## config.mk

```make
export PLATFORM = sky130hd
export DESIGN_NAME = ysyx_23060136_ifu_bht
export DESIGN_NICKNAME = d
export VERILOG_FILES = /design/src/rtl/ysyx_23060136_bht_pkg.sv /design/src/rtl/ysyx_23060136_bht_chk.sv /design/src/rtl/ysyx_23060136_bht_sat_cnt.sv /design/src/rtl/ysyx_23060136_ifu_bht.sv
export SDC_FILE = /design/constraint.sdc
export NUM_CORES = 1
export LEC_CHECK = 0
export BUFFER_PORTS_ARGS = -buffer_cell sky130_fd_sc_hd__buf_4
export CAP_MARGIN = 40
export CELL_PAD_IN_SITES_DETAIL_PLACEMENT = 1
export CELL_PAD_IN_SITES_GLOBAL_PLACEMENT = 1
export CORE_MARGIN = 2
export CORE_UTILIZATION = 45
export CTS_CLUSTER_DIAMETER = 50
export DETAILED_ROUTE_END_ITERATION = 7
export PLACE_DENSITY_LB_ADDON = 0.1
export SLEW_MARGIN = 30
export SYNTH_ARGS = -nofsm -noshare
export SYNTH_HDL_FRONTEND = slang
export SYNTH_HIERARCHICAL = 1
export SYNTH_SLANG_ARGS = --single-unit
```

## constraint.sdc

```tcl
create_clock -name clk -period 4.4 [get_ports clk]
set_input_delay 0.88 -clock clk [delete_from_list [all_inputs] [get_ports clk]]
set_output_delay 0.88 -clock clk [all_outputs]
set_load 0.01 [all_outputs]
```

## src/rtl/ysyx_23060136_bht_pkg.sv

```systemverilog
// Shared types, state encodings and PC slicing helpers for the IFU branch history table.
// The optional tagged mode is enabled by defining YSYX_23060136_BHT_TAG_EN.
package ysyx_23060136_bht_pkg;

   typedef logic [1:0] bht_cnt_t;

   localparam bht_cnt_t SNT = 2'b00;
   localparam bht_cnt_t WNT = 2'b01;
   localparam bht_cnt_t WT  = 2'b10;
   localparam bht_cnt_t ST  = 2'b11;

   localparam int BHT_IDX_W = 6;
   localparam int BHT_TAG_W = 8;

   // Instructions are word aligned, so the index field starts at bit 2.
   function automatic logic [31:0] bht_idx_field(input logic [31:0] pc);
      return pc >> 32'd2;
   endfunction

   // Tag bits sit directly above the index field.
   function automatic logic [31:0] bht_tag_field(input logic [31:0] pc, input int unsigned idx_w);
      return pc >> (idx_w + 32'd2);
   endfunction

endpackage

```

## src/rtl/ysyx_23060136_bht_chk.sv

```systemverilog
// Simulation-only checker on the EXU2 feedback flags of the branch history table.
module ysyx_23060136_bht_chk (
   input logic clk,
   input logic rst_n,
   input logic upd_en,
   input logic pre_true,
   input logic pre_false
);

   // A resolved branch cannot be both correctly and wrongly predicted.
   always @(posedge clk) begin
      if (rst_n && upd_en) begin
         assert (!(pre_true && pre_false))
            else $warning("bht: pre_true and pre_false both set, update ignored");
      end
   end

endmodule

```

## src/rtl/ysyx_23060136_bht_sat_cnt.sv

```systemverilog
// Combinational next-state for a 2-bit saturating direction counter.
module ysyx_23060136_bht_sat_cnt
   import ysyx_23060136_bht_pkg::*;
(
   input  bht_cnt_t cur,
   input  logic     taken,
   output bht_cnt_t nxt
);

   // Step one state toward the observed direction, holding at either end.
   always_comb begin
      nxt = cur;
      case (cur)
         SNT:     nxt = taken ? WNT : SNT;
         WNT:     nxt = taken ? WT  : SNT;
         WT:      nxt = taken ? ST  : WNT;
         ST:      nxt = taken ? ST  : WT;
         default: nxt = WNT;
      endcase
   end

endmodule

```

## src/rtl/ysyx_23060136_ifu_bht.sv

```systemverilog
// IFU branch history table: 2-bit counters indexed by PC, zero-latency lookup, trained by EXU2.
// Define YSYX_23060136_BHT_TAG_EN to add per-entry tag/valid storage and allocate-on-miss.
module ysyx_23060136_ifu_bht
   import ysyx_23060136_bht_pkg::*;
#(
   parameter int BITS_W = 32,
   parameter int IDX_W  = BHT_IDX_W,
   parameter int TAG_W  = BHT_TAG_W
) (
   input  logic              clk,
   input  logic              rst_n,
   input  logic [BITS_W-1:0] IFU_pc,
   output logic              IFU_pre_take,
   input  logic              BHT_upd_en,
   input  logic [BITS_W-1:0] BHT_pc,
   input  logic              BHT_pre_true,
   input  logic              BHT_pre_false,
   input  logic              EXU_i_pre_take,
   output logic              BHT_hit
);

   localparam int ENTRIES = 2 ** IDX_W;

   bht_cnt_t         cnt [ENTRIES];
   logic [IDX_W-1:0] look_idx;
   logic [IDX_W-1:0] upd_idx;
   logic             look_hit;
   logic             upd_hit;
   logic             act_taken;
   logic             upd_ok;
   bht_cnt_t         cur_cnt;
   bht_cnt_t         nxt_cnt;

   assign look_idx = IDX_W'(bht_idx_field(32'(IFU_pc)));
   assign upd_idx  = IDX_W'(bht_idx_field(32'(BHT_pc)));

   // Both flags set is illegal feedback; it trains nothing.
   assign act_taken = EXU_i_pre_take ^ BHT_pre_false;
   assign upd_ok    = BHT_upd_en & (BHT_pre_true ^ BHT_pre_false);
   assign cur_cnt   = cnt[upd_idx];

   ysyx_23060136_bht_sat_cnt u_sat (
      .cur   (cur_cnt),
      .taken (act_taken),
      .nxt   (nxt_cnt)
   );

`ifdef YSYX_23060136_BHT_TAG_EN
   logic [TAG_W-1:0] tag [ENTRIES];
   logic             vld [ENTRIES];
   logic [TAG_W-1:0] look_tag;
   logic [TAG_W-1:0] upd_tag;

   assign look_tag = TAG_W'(bht_tag_field(32'(IFU_pc), IDX_W));
   assign upd_tag  = TAG_W'(bht_tag_field(32'(BHT_pc), IDX_W));
   assign look_hit = vld[look_idx] && (tag[look_idx] == look_tag);
   assign upd_hit  = vld[upd_idx] && (tag[upd_idx] == upd_tag);

   // Train on a tag hit, otherwise reallocate the entry with a weak counter.
   always_ff @(posedge clk) begin
      if (!rst_n) begin
         for (int i = 0; i < ENTRIES; i++) begin
            cnt[i] <= WNT;
            vld[i] <= 1'b0;
         end
      end else if (upd_ok) begin
         if (upd_hit) begin
            cnt[upd_idx] <= nxt_cnt;
         end else begin
            tag[upd_idx] <= upd_tag;
            vld[upd_idx] <= 1'b1;
            cnt[upd_idx] <= act_taken ? WT : WNT;
         end
      end
   end
`else
   assign look_hit = 1'b1;
   assign upd_hit  = 1'b1;

   // Untagged: aliasing PCs share one counter.
   always_ff @(posedge clk) begin
      if (!rst_n) begin
         for (int i = 0; i < ENTRIES; i++) begin
            cnt[i] <= WNT;
         end
      end else if (upd_ok && upd_hit) begin
         cnt[upd_idx] <= nxt_cnt;
      end
   end
`endif

   // Lookup reads the table before any same-cycle write lands.
   assign IFU_pre_take = cnt[look_idx][1] & look_hit;
   assign BHT_hit      = look_hit;

   ysyx_23060136_bht_chk u_chk (
      .clk       (clk),
      .rst_n     (rst_n),
      .upd_en    (BHT_upd_en),
      .pre_true  (BHT_pre_true),
      .pre_false (BHT_pre_false)
   );

endmodule
```

* Yosys cells after proc, flatten, opt, wreduce, memory -nomap -nowiden
Memory sizes are Yosys's and may differ from the RTL's.
Cells that the tools add are included.
** Storage, ports and cells
- Output and inout bits :: 2
- Logic and storage cells :: 21
- RAM bits :: 128
- Bits in registers :: 0
- Memories :: 1
** Cells by class
- Multiplexer cells :: 12
- Reduce and logical (&&, ||, !) cells :: 2
- Equal/unequal tests :: 3
- Bitwise operators :: 3
** Memory list
- cnt :: words 64, bits a word 2, read ports 2, clocked after Yosys merged registers in 0, write ports 64, RTL line ysyx_23060136_ifu_bht.sv:24 : bht_cnt_t cnt [ENTRIES];
** Operators with widths (number)
- 2-bit one-hot mux with 4 select lines :: 1
- 1-bit 2-to-1 mux :: 7
- 2-bit 2-to-1 mux :: 3
- 6-bit 2-to-1 mux :: 1
- 2-bit equality test (second input constant) :: 2
- 2-bit by 1-bit equality test with 1-bit output (second input constant) :: 1
- 2-bit zero test :: 1
- 2-bit OR reduction :: 1
- 1-bit XOR :: 2
- 1-bit bitwise AND :: 1

* Depth between registers and ports, before layout
- Depth in word-level cells :: 7
- Mapped depth :: 13
- Mapped depth without buffers :: 9

* Modules after synthesis
The synthesis kept the hierarchy.
** By module, submodules not included
- ysyx_23060136_ifu_bht :: sequential area each 3843.7 um2, area each 6810.3 um2, instances 1, cells an instance 587
- ysyx_23060136_bht_sat_cnt :: sequential area each 0.0 um2, area each 26.3 um2, instances 1, cells an instance 3

* Worst setup path before layout
No wires, ideal clock.
- Path type :: input port to flip-flop
- Start :: in BHT_pc[4]
- End :: mem cnt[44][0] (netlist name) (data pin)
- Required time :: 4119 ps
- Buffers on the path :: 3
- Slack :: 740 ps
- Data arrival time :: 3379 ps
- Stages :: 10
- Cells stage by stage :: buf_6 buf_2 mux2_2 a221oi_1 o221ai_2 a2111o_1 maj3_2 dlygate4sd2_1 nor2_1 nand2_1
** RTL lines
- from (decl) :: RTL line ysyx_23060136_ifu_bht.sv:15 : input logic [BITS_W-1:0] BHT_pc,
- to (decl) :: RTL line ysyx_23060136_ifu_bht.sv:24

* Final worst setup path
- Start :: in IFU_pc[3]
- End :: out IFU_pre_take
** On the way
- Word-level cells in the longest chain between the ends :: 1
** Ends and longest elaborated chain
- from (decl) :: RTL line ysyx_23060136_ifu_bht.sv:12 : input logic [BITS_W-1:0] IFU_pc,
- memory read 64 x 2 bit
- to (decl) :: RTL line ysyx_23060136_ifu_bht.sv:13 : output logic IFU_pre_take,
Every way passes these cells.

==> results.yml <==
setup_path:
  cp-end-kind: "output port"
  worst_ep_required_time_ns: 3.52
  startpoint_type: "input pin"
  path_class: "input pin to output port"
  rr_worst_depth: 9
  critical_path.max_fanout: 15
  cp_data_arrival_time_ns: 2.82
sta:
  setup_total_negative_slack_ns: 0
  finalSetupViolations: 0
  timing.final.max_slew_violations: 0
  timing.max_slew.rel_slack_pct: 41.4
  timing.final.crit_period_ns: 3.70
  skew_ns: 0.0108
  min_period_over_period_pct: 84.1
  grt_setup_unrepaired: "false"
  fmax_mhz: 270
  worst-slew-pin-transition_ns: 0.876
  hold_viol_final: 0
power:
  power.total_mw: 3.24
  irDropWorstVdd_mv: 0.252
  p_sw_mw: 0.756
  switching_share_pct: 23.4
  p_per_area_mw_per_mm2: 412
  pwr-share-comb_pct: 9.7
  cellInternalPower_mw: 2.48
  power.share.sequential_pct: 42.8
  cellLeakagePower_nw: 2.50
  power.clock.fraction_pct: 47.5
synth:
  yosys_most_used_dff: "edfxtp_1"
  synth_enable_flop_cells: 128
  synth.distinct_cells: 57
  synth-async-reset-ratio_pct: 0
  synth_seq_area_share_pct: 56.2
  register_bit_total_from_synthesis: 128
  post_synthesis_cells: 590
  syn_area_per_cell_sq_um: 11.6
  synthesis.area_sq_mm: 0.00684
  net_count_after_synthesis: 660
  ys_warn_count: 6
placed_design:
  place.detailed.instances: 779
  dpl.hpwl_mm: 15.6
  io_buffers: 18
  gp_congestion: 0.887
drt:
  ant_nets: 0
  drt_first_iter_violations: 554
  routed-via-count: 5305
  wire_per_inst_microns: 28.8
  drc_errors: 0
  routed_via_density: 6.54
  dr.pass1.iters: 5
  wl_mm: 23.3
layout:
  reg_with_most_ffs: "cnt"
  nets: 680
  final_cells: 811
  num_antenna_cells: 0
  layout-drive-gt1-share_pct: 19.1
  largest_register_ff_count: 128
  top_flop_regs: "cnt: 128 flops"
  flow.area_growth_from_synthesis_pct: 14.8
clocking:
  ctsHtreeMaxLevel: 4
  cts_resized: 0
  tritoncts: "yes"
  cts_sinks: 128
  cts_bufs_inserted: 17
  post_cts.repair.setup_buffers: 0
  cts_root_buffer: "clkbuf_16"
  clkSlewWorstSetupHoldPaths_ns: 0.06
  max_buffers_root_to_sink: 2
  clk-insertion-delay-late_ns: 0.43
  cts_hold_buffers: 0
die:
  floorplan.die.height_microns: 127
  die_x_microns: 127
  floorplan.core_area_sq_mm: 0.0150
  die_area_sq_mm: 0.0162
  placement_rows: 45
  top_level_ports: 72
  start_util_pct: 45.5
global_routing:
  grt.overflow.total: 0
  grt.total_usage_pct: 30.2
  antenna_found_initial: 0
  grt_max_degree: 65
  grt_pass1_vias: 5476
  first_pass_grt_wire_length_mm: 34.7
job:
  cap_violations: 0
outcome:
  outcome: "completed"
hold_path:
  hold_path_depth: 4
  hold_removal_path_class: "input pin to register"
[synth_stat cells, types with 5 or more instances]
| library cell | count | share of area [%] |
|---|---|---|
| buf_2 | 11 | 0.81 |
| o21ai_0 | 68 | 5.0 |
| edfxtp_1 | 128 | 56 |
| a21oi_1 | 6 | 0.44 |
| clkbuf_1 | 26 | 1.4 |
| o22ai_1 | 5 | 0.46 |
| a221oi_1 | 14 | 1.8 |
| mux4_2 | 21 | 6.9 |
| and3_1 | 5 | 0.46 |
| nor2_1 | 88 | 4.8 |
| mux2_2 | 18 | 3.0 |
| mux2i_1 | 20 | 2.9 |
| nand3_1 | 10 | 0.73 |
| nand2_1 | 85 | 4.7 |
| nor2b_1 | 7 | 0.64 |
[power by group through the flow]
stage | sequential, mW | clock [mW] | combinational (mW)
detailed placement | 1.41 | 0 | 0.305
global placement | 1.41 | 0 | 0.298
finish | 1.38 | 1.54 | 0.314
global route | 1.39 | 1.59 | 0.331
CTS | 1.38 | 1.54 | 0.307
floorplan | 1.40 | 0 | 0.199
[final timing paths]
kind                        to       start  slack, ns
hold reg to reg     cnt[12][0]  cnt[32][1]       1.43
setup reg to reg    cnt[43][0]  cnt[41][1]       1.12
hold / removal      cnt[24][0]   BHT_pc[3]       1.08
setup / recovery  IFU_pre_take   IFU_pc[3]       0.70
[critical path, stage by stage]
cell	delay, ns
buf_4	0.31
mux4_2	0.57
mux2i_1	0.29
nor2_1	0.07
a2111oi_0	0.45
nor4_1	0.09
buf_4	0.16
[through the flow]
| step | setup slack [ns] | utilization [%] | hold WS [ns] | cell area, sq um |
|---|---|---|---|---|
| floorplan | 0.740 | - | 1.30 | 6840 |
| global placement | 0.421 | 47.9 | 1.39 | 7200 |
| detailed placement | 0.354 | 48.0 | 1.38 | 7220 |
| CTS | 0.710 | 52.2 | 1.08 | 7850 |
| global route | 0.583 | 52.2 | 1.13 | 7850 |
| finish | 0.698 | 52.2 | 1.08 | 7850 |
[cells by family after synthesis]
| kind of cell | after synthesis | share of synthesized area, % |
|---|---|---|
| muxes | 63 | 14.3 |
| buffers and inverters | 53 | 3.68 |
| other | 1 | 0.0549 |
| adders and majority gates | 2 | 0.329 |
| DFF | 128 | 56.2 |
| AOI/OAI and AO/OA | 122 | 11.2 |
| and+or+nand+nor | 219 | 13.9 |
| xor gates and xnor gates | 2 | 0.256 |
[cells in the final DEF, fill, tap and decap left out, types with 4 or more instances in the layout]
master and count:
clkbuf_1 4, a21oi_1 6, edfxtp_1 128, a221oi_1 14
clkbuf_16 17, and3_1 5, mux4_2 21, mux2i_1 20
o21ai_0 68, nand2_1 85, mux2_2 18, bufinv_16 5
mux4_1 4, nor2b_1 7, nand3_1 10, nor2_1 88
o22ai_1 5, inv_1 4, a22oi_1 4, buf_4 47
[routing by layer]
metal	wire, microns	track usage, %	up-vias
met5	0	0	-
met4	952	13.1	0
met3	1810	7.16	68
met2	10900	47.2	272
met1	9620	40.6	2700
li1	-	-	2265
[final cells by class]
class                      instances  area (sq um)
multi-input combinational        409          2740
clock buffer                      21           440
sequential                       128          3840
fill                            1551          7180
clock inverter                    11           188
timing repair buffer              49           384
inverter                           5          18.8
tap                              188           235
Note: power is estimated with default switching activity, not from simulation.
